--- config.mk ---
export PLATFORM = sky130hd
export DESIGN_NAME = mac_vec
export DESIGN_NICKNAME = d
export VERILOG_FILES = /design/src/rtl/defines_pkg.sv /design/src/rtl/mac_pipe_mult.sv /design/src/rtl/mac_vec.sv
export SDC_FILE = /design/constraint.sdc
export NUM_CORES = 1
export LEC_CHECK = 0
export CAP_MARGIN = 10
export CORE_UTILIZATION = 30
export CTS_CLUSTER_DIAMETER = 80
export DETAILED_ROUTE_END_ITERATION = 10
export PLACE_DENSITY = 0.42
export SKIP_CTS_REPAIR_TIMING = 1
export SYNTH_ARGS = -nofsm -noshare
export SYNTH_HDL_FRONTEND = slang
export SYNTH_SLANG_ARGS = --single-unit
--- constraint.sdc ---
create_clock -name clk -period 8.9 [get_ports clk]
set_input_delay 1.78 -clock clk [delete_from_list [all_inputs] [get_ports clk]]
set_output_delay 1.78 -clock clk [all_outputs]
set_load 0.01 [all_outputs]
--- src/rtl/defines_pkg.sv ---
// Shared constants and helpers for the mac_vec dot-product datapath.
package defines_pkg;

    localparam int DEF_DATA_W      = 8;
    localparam int DEF_ACC_W       = 2 * DEF_DATA_W;
    localparam int DEF_VEC_MAX     = 16;
    localparam int DEF_MULT_STAGES = 1;

    // Most positive value of a signed field w bits wide (w <= 64), as a raw bit pattern.
    function automatic logic [63:0] sat_max(input int w);
        return (64'd1 << (w - 1)) - 64'd1;
    endfunction

    // Most negative value of a signed field w bits wide; truncate to w bits at the use site.
    function automatic logic [63:0] sat_min(input int w);
        return ~sat_max(w);
    endfunction

endpackage

--- src/rtl/mac_pipe_mult.sv ---
// Signed DATA_W x DATA_W multiplier with MULT_STAGES output registers, an
// enable that freezes the whole pipe, a valid chain and a side-band channel
// that travels with each product. MULT_STAGES = 0 gives a combinational path.
module mac_pipe_mult #(
    parameter int DATA_W      = 8,
    parameter int MULT_STAGES = 1,
    parameter int SIDE_W      = 1
) (
    input  logic                       clk,
    input  logic                       reset_n,
    input  logic                       en,
    input  logic signed [DATA_W-1:0]   a,
    input  logic signed [DATA_W-1:0]   b,
    input  logic                       in_valid,
    input  logic [SIDE_W-1:0]          side_in,
    output logic signed [2*DATA_W-1:0] p,
    output logic                       out_valid,
    output logic [SIDE_W-1:0]          side_out
);

    localparam int PW = 2 * DATA_W;

    logic signed [PW-1:0] prod;

    // Full-precision product; operands are sign-extended before multiplying.
    assign prod = PW'(a) * PW'(b);

    generate
        if (MULT_STAGES == 0) begin : g_comb
            assign p         = prod;
            assign out_valid = in_valid;
            assign side_out  = side_in;
        end else begin : g_pipe
            for (genvar gi = 0; gi < MULT_STAGES; gi++) begin : g_stage
                logic signed [PW-1:0] p_q;
                logic signed [PW-1:0] p_d;
                logic                 v_q;
                logic                 v_d;
                logic [SIDE_W-1:0]    s_q;
                logic [SIDE_W-1:0]    s_d;

                if (gi == 0) begin : g_first
                    assign p_d = prod;
                    assign v_d = in_valid;
                    assign s_d = side_in;
                end else begin : g_next
                    assign p_d = g_stage[gi-1].p_q;
                    assign v_d = g_stage[gi-1].v_q;
                    assign s_d = g_stage[gi-1].s_q;
                end

                // One pipeline slot; holds its contents while the datapath is stalled.
                always_ff @(posedge clk or negedge reset_n) begin
                    if (!reset_n) begin
                        p_q <= '0;
                        v_q <= 1'b0;
                        s_q <= '0;
                    end else if (en) begin
                        p_q <= p_d;
                        v_q <= v_d;
                        s_q <= s_d;
                    end
                end
            end

            assign p         = g_stage[MULT_STAGES-1].p_q;
            assign out_valid = g_stage[MULT_STAGES-1].v_q;
            assign side_out  = g_stage[MULT_STAGES-1].s_q;
        end
    endgenerate

endmodule

--- src/rtl/mac_vec.sv ---
// Vector MAC: f = x + sum(a[i]*b[i]) per vector, with wrap or saturating
// accumulation, sticky per-vector overflow and valid/ready on both sides.
// A single advance enable stalls every stage while a result waits downstream.
module mac_vec
    import defines_pkg::*;
#(
    parameter int DATA_W      = DEF_DATA_W,
    parameter int ACC_W       = DEF_ACC_W,
    parameter int MULT_STAGES = DEF_MULT_STAGES,
    parameter int VEC_MAX     = DEF_VEC_MAX,
    parameter bit SAT_EN      = 1'b0,
    localparam int LEN_W      = $clog2(VEC_MAX + 1)
) (
    input  logic                     clk,
    input  logic                     reset_n,
    input  logic signed [DATA_W-1:0] a,
    input  logic signed [DATA_W-1:0] b,
    input  logic [DATA_W-1:0]        x,
    input  logic [LEN_W-1:0]         vec_len,
    input  logic                     in_valid,
    output logic                     in_ready,
    output logic signed [ACC_W-1:0]  f,
    output logic                     out_ovf,
    output logic                     out_valid,
    input  logic                     out_ready
);

    localparam int PW     = 2 * DATA_W;
    localparam int SIDE_W = DATA_W + LEN_W;
    localparam logic [ACC_W-1:0] ACC_MAX = ACC_W'(sat_max(ACC_W));
    localparam logic [ACC_W-1:0] ACC_MIN = ACC_W'(sat_min(ACC_W));
    localparam logic [LEN_W-1:0] LEN_MAX = LEN_W'(VEC_MAX);

    logic adv;

    // Stage 0: captured operands
    logic signed [DATA_W-1:0] a0_q, a0_d, b0_q, b0_d;
    logic [DATA_W-1:0]        x0_q, x0_d;
    logic [LEN_W-1:0]         l0_q, l0_d;
    logic                     v0_q, v0_d;

    // Multiplier outputs
    logic signed [PW-1:0]     pm;
    logic                     vm;
    logic [SIDE_W-1:0]        sm;

    // Stage P: product register
    logic signed [PW-1:0]     d_q, d_d;
    logic [DATA_W-1:0]        xp_q, xp_d;
    logic [LEN_W-1:0]         lp_q, lp_d;
    logic                     vp_q, vp_d;

    // Accumulate stage
    logic signed [ACC_W-1:0]  acc_q, acc_d;
    logic [LEN_W-1:0]         cnt_q, cnt_d, len_q, len_d;
    logic                     sticky_q, sticky_d, done_q, done_d, done_ovf_q, done_ovf_d;
    logic                     first, is_last, add_ovf, vec_ovf;
    logic [LEN_W-1:0]         len_in, len_eff;
    logic [ACC_W-1:0]         op_a, op_b, sum, res;

    // Output stage
    logic signed [ACC_W-1:0]  f_q, f_d;
    logic                     out_ovf_q, out_ovf_d, out_valid_q, out_valid_d;

    assign adv       = !(out_valid_q && !out_ready);
    assign in_ready  = adv;
    assign f         = f_q;
    assign out_ovf   = out_ovf_q;
    assign out_valid = out_valid_q;

    // Capture an element on the input handshake.
    always_comb begin
        a0_d = a0_q;
        b0_d = b0_q;
        x0_d = x0_q;
        l0_d = l0_q;
        v0_d = v0_q;
        if (adv) begin
            v0_d = in_valid;
            if (in_valid) begin
                a0_d = a;
                b0_d = b;
                x0_d = x;
                l0_d = vec_len;
            end
        end
    end

    mac_pipe_mult #(
        .DATA_W      (DATA_W),
        .MULT_STAGES (MULT_STAGES),
        .SIDE_W      (SIDE_W)
    ) u_mult (
        .clk       (clk),
        .reset_n   (reset_n),
        .en        (adv),
        .a         (a0_q),
        .b         (b0_q),
        .in_valid  (v0_q),
        .side_in   ({x0_q, l0_q}),
        .p         (pm),
        .out_valid (vm),
        .side_out  (sm)
    );

    // Register the product together with its bias and length side-band.
    always_comb begin
        d_d  = d_q;
        xp_d = xp_q;
        lp_d = lp_q;
        vp_d = vp_q;
        if (adv) begin
            vp_d = vm;
            if (vm) begin
                d_d           = pm;
                {xp_d, lp_d}  = sm;
            end
        end
    end

    // Accumulate with overflow detection; the first element seeds with the bias
    // and fixes the vector length, later vec_len values are ignored.
    always_comb begin
        first   = (cnt_q == '0);
        len_in  = (lp_q == '0) ? LEN_W'(1) : ((lp_q > LEN_MAX) ? LEN_MAX : lp_q);
        len_eff = first ? len_in : len_q;
        op_a    = first ? ACC_W'(xp_q) : acc_q;
        op_b    = ACC_W'(d_q);
        sum     = op_a + op_b;
        add_ovf = (op_a[ACC_W-1] == op_b[ACC_W-1]) && (sum[ACC_W-1] != op_a[ACC_W-1]);
        res     = sum;
        if (SAT_EN && add_ovf) begin
            res = op_a[ACC_W-1] ? ACC_MIN : ACC_MAX;
        end
        is_last = (cnt_q == len_eff - LEN_W'(1));
        vec_ovf = (!first && sticky_q) || add_ovf;

        acc_d      = acc_q;
        cnt_d      = cnt_q;
        len_d      = len_q;
        sticky_d   = sticky_q;
        done_d     = done_q;
        done_ovf_d = done_ovf_q;
        if (adv) begin
            done_d = vp_q && is_last;
            if (vp_q) begin
                acc_d      = res;
                len_d      = len_eff;
                cnt_d      = is_last ? '0 : cnt_q + LEN_W'(1);
                sticky_d   = is_last ? 1'b0 : vec_ovf;
                done_ovf_d = vec_ovf;
            end
        end
    end

    // Present a finished vector; a new result may replace one being handed off.
    always_comb begin
        f_d         = f_q;
        out_ovf_d   = out_ovf_q;
        out_valid_d = out_valid_q;
        if (adv) begin
            out_valid_d = done_q;
            if (done_q) begin
                f_d       = acc_q;
                out_ovf_d = done_ovf_q;
            end
        end
    end

    // State registers for all stages; reset discards any partial vector.
    always_ff @(posedge clk or negedge reset_n) begin
        if (!reset_n) begin
            a0_q        <= '0;
            b0_q        <= '0;
            x0_q        <= '0;
            l0_q        <= '0;
            v0_q        <= 1'b0;
            d_q         <= '0;
            xp_q        <= '0;
            lp_q        <= '0;
            vp_q        <= 1'b0;
            acc_q       <= '0;
            cnt_q       <= '0;
            len_q       <= '0;
            sticky_q    <= 1'b0;
            done_q      <= 1'b0;
            done_ovf_q  <= 1'b0;
            f_q         <= '0;
            out_ovf_q   <= 1'b0;
            out_valid_q <= 1'b0;
        end else begin
            a0_q        <= a0_d;
            b0_q        <= b0_d;
            x0_q        <= x0_d;
            l0_q        <= l0_d;
            v0_q        <= v0_d;
            d_q         <= d_d;
            xp_q        <= xp_d;
            lp_q        <= lp_d;
            vp_q        <= vp_d;
            acc_q       <= acc_d;
            cnt_q       <= cnt_d;
            len_q       <= len_d;
            sticky_q    <= sticky_d;
            done_q      <= done_d;
            done_ovf_q  <= done_ovf_d;
            f_q         <= f_d;
            out_ovf_q   <= out_ovf_d;
            out_valid_q <= out_valid_d;
        end
    end

endmodule
# --- Word-level counts from Yosys, hierarchy flattened ---
# Index checks and enable logic that the tools add are counted.
totals:
  register_bits: 137
  in_bits: 33
  ram_bits: 0
  rom_bits: 0
  memories: 0
  latchBits: 0
  elab_cells: 50
  out_inout_bits: 19
op_classes:
  shifts: 0
  bitwise_logic: 1
  order_cmp: 1
  reduce_logical: 14
  n_mux: 6
  div: 0
  eq_ne: 3
  mul: 1
  addsub: 3
ops:
  columns: ["operator", "n"]
  rows:
  - ["$mux 5", 4]
  - ["$add 16x16->16", 1]
  - ["$mul 8x8->16", 1]
  - ["$mux 16", 1]
  - ["$logic_not 5->1", 2]
  - ["$reduce_and 2->1", 4]
  - ["$add 5x1->5 const B", 1]
  - ["$eq 5x5->1", 1]
  - ["$gt 5x5->1 const B", 1]
  - ["$sub 5x1->5 const B", 1]
  - ["$logic_and 1x1->1", 4]
  - ["$logic_not 1->1", 3]
  - ["$eq 1x1->1", 1]
  - ["$logic_or 1x1->1", 1]
  - ["$mux 1", 1]
  - ["$ne 1x1->1", 1]
  - ["$not 1->1", 1]

# --- Depth between registers and ports, before layout ---
depth:
  word_depth: 7
  mapped_depth: 18
  depth_no_buf: 17

# --- Hierarchy ---
# A second synthesis with hierarchy kept.
unflattened:
  hier_cells: 809
  hier_area_um2: 8799.7
modules_own_cells:
  columns: ["mod", "cells_per_inst", "instances", "area_each_um2"]
  rows:
  - ["mac_vec", 447, 1, 5141.2]
  - ["mac_pipe_mult", 362, 1, 3658.5]

# --- Worst setup path before layout ---
# OpenSTA, ideal clock, no wires.
synth_timing:
  kind: "reg-to-reg"
  startpoint: "reg a0_q[7]"
  endpoint: "reg u_mult.g_pipe.g_stage[0].p_q[15] (netlist: u_mult.p[15])"
  t_required_ns: 8.758
  arrival_ns: 4.111
  setup_time_ns: 0.142
  path_stages_with_launch: 17
  synth_period_minus_slack_ns: 4.253
  path_slack_ns: 4.647
  path_cell_list: "dfrtp_1 > clkbuf_1 > nand2_1 > fa_1 > inv_1 > fa_1 > fa_1 > inv_1 > fa_1 > inv_1 > ha_1 > or2_2 > o31ai_1 > o221ai_1 > o22ai_1 > xnor2_1 > a21oi_1"
synth_via:
  elab_chain_len: 1
synth_rtl:
  columns: ["item", "line_no", "text"]
  rows:
  - ["start, declared", "mac_vec.sv:37", "logic signed [DATA_W-1:0] a0_q, a0_d, b0_q, b0_d;"]
  - ["start signal, assigned", "mac_vec.sv:173", "a0_q <= '0;"]
  - ["start signal, assigned", "mac_vec.sv:192", "a0_q <= a0_d;"]
  - ["$mul 8x8->16", "mac_pipe_mult.sv:26", "assign prod = PW'(a) * PW'(b);"]
  - ["end signal, assigned", "mac_pipe_mult.sv:59", "p_q <= p_d;"]
  - ["end, declared", "mac_pipe_mult.sv:35", "logic signed [PW-1:0] p_q;"]
# Every way passes these cells.
# A chain may end at the register's enable or synchronous reset.

# --- Worst setup path after layout ---
layout_timing:
  startpoint: "in out_ready"
  endpoint: "out in_ready"
layout_via:
  elab_chain_len: 3
layout_rtl:
  columns: ["item", "line_no", "text"]
  rows:
  - ["start, declared", "mac_vec.sv:25", "input logic out_ready"]
  - ["$logic_not 1->1", "mac_vec.sv:65", "assign adv = !(out_valid_q && !out_ready);"]
  - ["$logic_and 1x1->1", "mac_vec.sv:65", null]
  - ["$logic_not 1->1", "mac_vec.sv:65", null]
  - ["end, declared", "mac_vec.sv:21", "output logic in_ready,"]
# Every way passes these cells.

==> results by group <==
STA
  • Setup violations, final: 0
  • Final slew viol count: 0
  • RSZ-0062 raised after global routing: false
  • Final TNS setup: 0 ps
  • Hold Vio Cnt, Final: 0
  • Clock skew: 10.4 ps
  • FMAX: 0.184 GHz
  • Final period utilization: 61.2%
  • Tmin final: 5440 ps
  • Slew @ Worst Pin: 860 ps
  • Slew headroom: 42.7%

Clocking
  • Worst skew pair latency: 420 ps
  • CTS tree: yes
  • Num CTS Buffers: 17
  • Worst-path clk slew: 60 ps
  • CTS max path bufs: 2
  • Clock root buffer: clkbuf_16
  • Htree depth: 4
  • Clk sink count: 137

Yosys
  • #FFs+latches synth: 137
  • Post-synth EDFFs: 0
  • Mapped Area: 8690 sq um
  • Post-synthesis cell type count: 53
  • YS warnings: 0
  • Mapped Avg Cell Area: 10.4 sq um
  • Synthesized net count: 972
  • Asr flop ratio synth: 100%
  • Seq/Total Area, Yosys: 39.4%
  • Synth Flop Type: dfrtp_1
  • Cells after Synth: 836

GRT
  • Initial antenna violation count: 0
  • Met1 Track Usage GR: 19.2%
  • First-pass GRT wire length: 29,900 um
  • Largest net degree at the start of global routing: 72
  • Met3 usage: 2.61%
  • GRT Util Overall: 13.0%
  • Gr ovfl total: 0
  • M2 GR Usage: 19.1%
  • Number of global-route vias before repair: 5,751
  • Grt peak-use layer: met1

Routing
  • 1st-pass router iterations: 5
  • Final ANT Viol Nets: 0
  • Drc violations: 0
  • 1st-iter DRT viols: 179
  • Wire per inst: 13.9 um
  • Post-Route WL: 17,700 um
  • Via count: 5,705
  • Via-to-Cell Ratio: 4.47

Place
  • Placed cell area: 9630 sq um
  • GP Congestion: 0.756
  • Detailed Place HPWL: 13,200 um
  • Port bufs: 51

Floorplan
  • Core area: 28,200 sq um
  • Top Ports: 52
  • Die ar.: 29,700 sq um
  • Chip width: 172 um
  • Core Rows: 61
  • Die height: 172 um
  • Starting Density: 30.9%

Critical path
  • CP arrival: 3660 ps
  • Critical Path RT: 7120 ps
  • Critical Path Fanout Max: 38
  • Critical path class: in2out
  • Setup crit end kind: primary output
  • Startpoint types: input pin

Layout
  • # fillers: 2,848
  • Most common cell after layout, fill and taps aside: nand2_1
  • Share of cells above drive strength 1: 13.5%
  • Final Cell Area: 10,200 sq um
  • Highest-count cells in the layout ignoring fill and taps: 144 x nand2_1, 137 x dfrtp_1, 89 x inv_1
  • Area delta synth->final: 17.8%
  • # diodes: 0
  • Final-stage net count: 1,023

Run
  • Max Cap Viol: 0

Outcome
  • Status: complete, no violations

Min path
  • Tightest Hold Check Type: reg2reg
==> Yosys cell counts (all sizes together) (5+ instances only) <==
master    n  area share, %
clkbuf   21           0.91
nor2     18           0.81
nor3      7           0.40
o21a      8           0.69
nand3     7           0.40
nand2   144            6.2
mux2i     6           0.69
and2     50            3.6
a21o      5           0.43
dfrtp   137             39
o31ai     6           0.52
inv      89            3.8
ha       47            6.8
nand2b    6           0.43
mux2     77             10
a21oi    22            1.3
xor2      8           0.81
fa       56             13
and3      6           0.43
xnor2    18            1.8
o21ai    37            2.1
a211oi    7           0.66
nor2b    10           0.72
==> through the flow <==
step                hold WS [ps]  cells  utilization, %  worst slack, ps
finish                       464   1276            36.4             3460
global route                 492   1276            36.4             3320
CTS                          470   1276            36.4             3430
detailed placement           455   1246            34.2             3440
global placement             450   1246            34.2             3450
floorplan                    435    836               -             4650
==> sequential cells by signal, summed over array words and instances, names as in the netlist <==
signal            count
acc_q                16
d_q                  16
f                    16
u_mult.p             16
u_mult.side_out      13
a0_q                  8
b0_q                  8
x0_q                  8
xp_q                  8
cnt_q                 5
l0_q                  5
len_q                 5
lp_q                  5
done_ovf_q            1
done_q                1
out_ovf               1
out_valid             1
sticky_q              1
u_mult.out_valid      1
v0_q                  1
vp_q                  1
==> layout make-up <==
cell class | count | area [sq um] | share of cell area (%)
flip-flops and latches | 137 | 3430 | 33.5
inverters | 90 | 338 | 3.30
clock buffers | 19 | 443 | 4.33
multi-input cells | 584 | 4830 | 47.2
well taps | 378 | 473 | 4.62
clock inverters | 11 | 171 | 1.67
repair buffers | 57 | 557 | 5.44
==> layer usage <==
metal | wire (um) | vias to the layer above
li1 | - | 2874
met1 | 9730 | 2753
met2 | 7480 | 68
met3 | 350 | 10
met4 | 160 | 0
met5 | 0 | -
==> critical path, cell delays in order <==
cell and delay (ps):
clkdlybuf4s50_1 420, nor2b_2 110, buf_4 390, clkinv_1 120, buf_4 280, clkdlybuf4s50_1 530
==> kinds of logic (layout without fill, tap and decap cells) <==
group                    after synthesis  after routing  synth area share [%]
buffers and inverters                115            177                  5.05
AO/OA/AOI/OAI                        108            108                  8.00
adder cells (fa/ha/maj)              103            103                  19.7
XOR/XNOR                              26             26                  2.62
multiplexers                          83             83                  10.7
AND/OR/NAND/NOR                      264            264                  14.6
flip-flops                           137            137                  39.4
==> final timing paths <==
kind / depth (start not counted) / from / to / slack (ps)
setup reg to reg: 17 / b0_q[4] / u_mult.p[15] / 4190
hold reg to reg: 2 / u_mult.side_out[4] / u_mult.side_out[4] / 460
hold / removal: 2 / u_mult.side_out[4] / u_mult.side_out[4] / 460
max in group asynchronous: 2 / reset_n / a0_q[2] / 6210
min in group asynchronous: 1 / reset_n / f[10] / 1360
setup / recovery: 6 / out_ready / in_ready / 3460
Power is left out: the tool's default activity adds up to more than one toggle a clock period on the data nets, which glitch-free logic cannot reach.
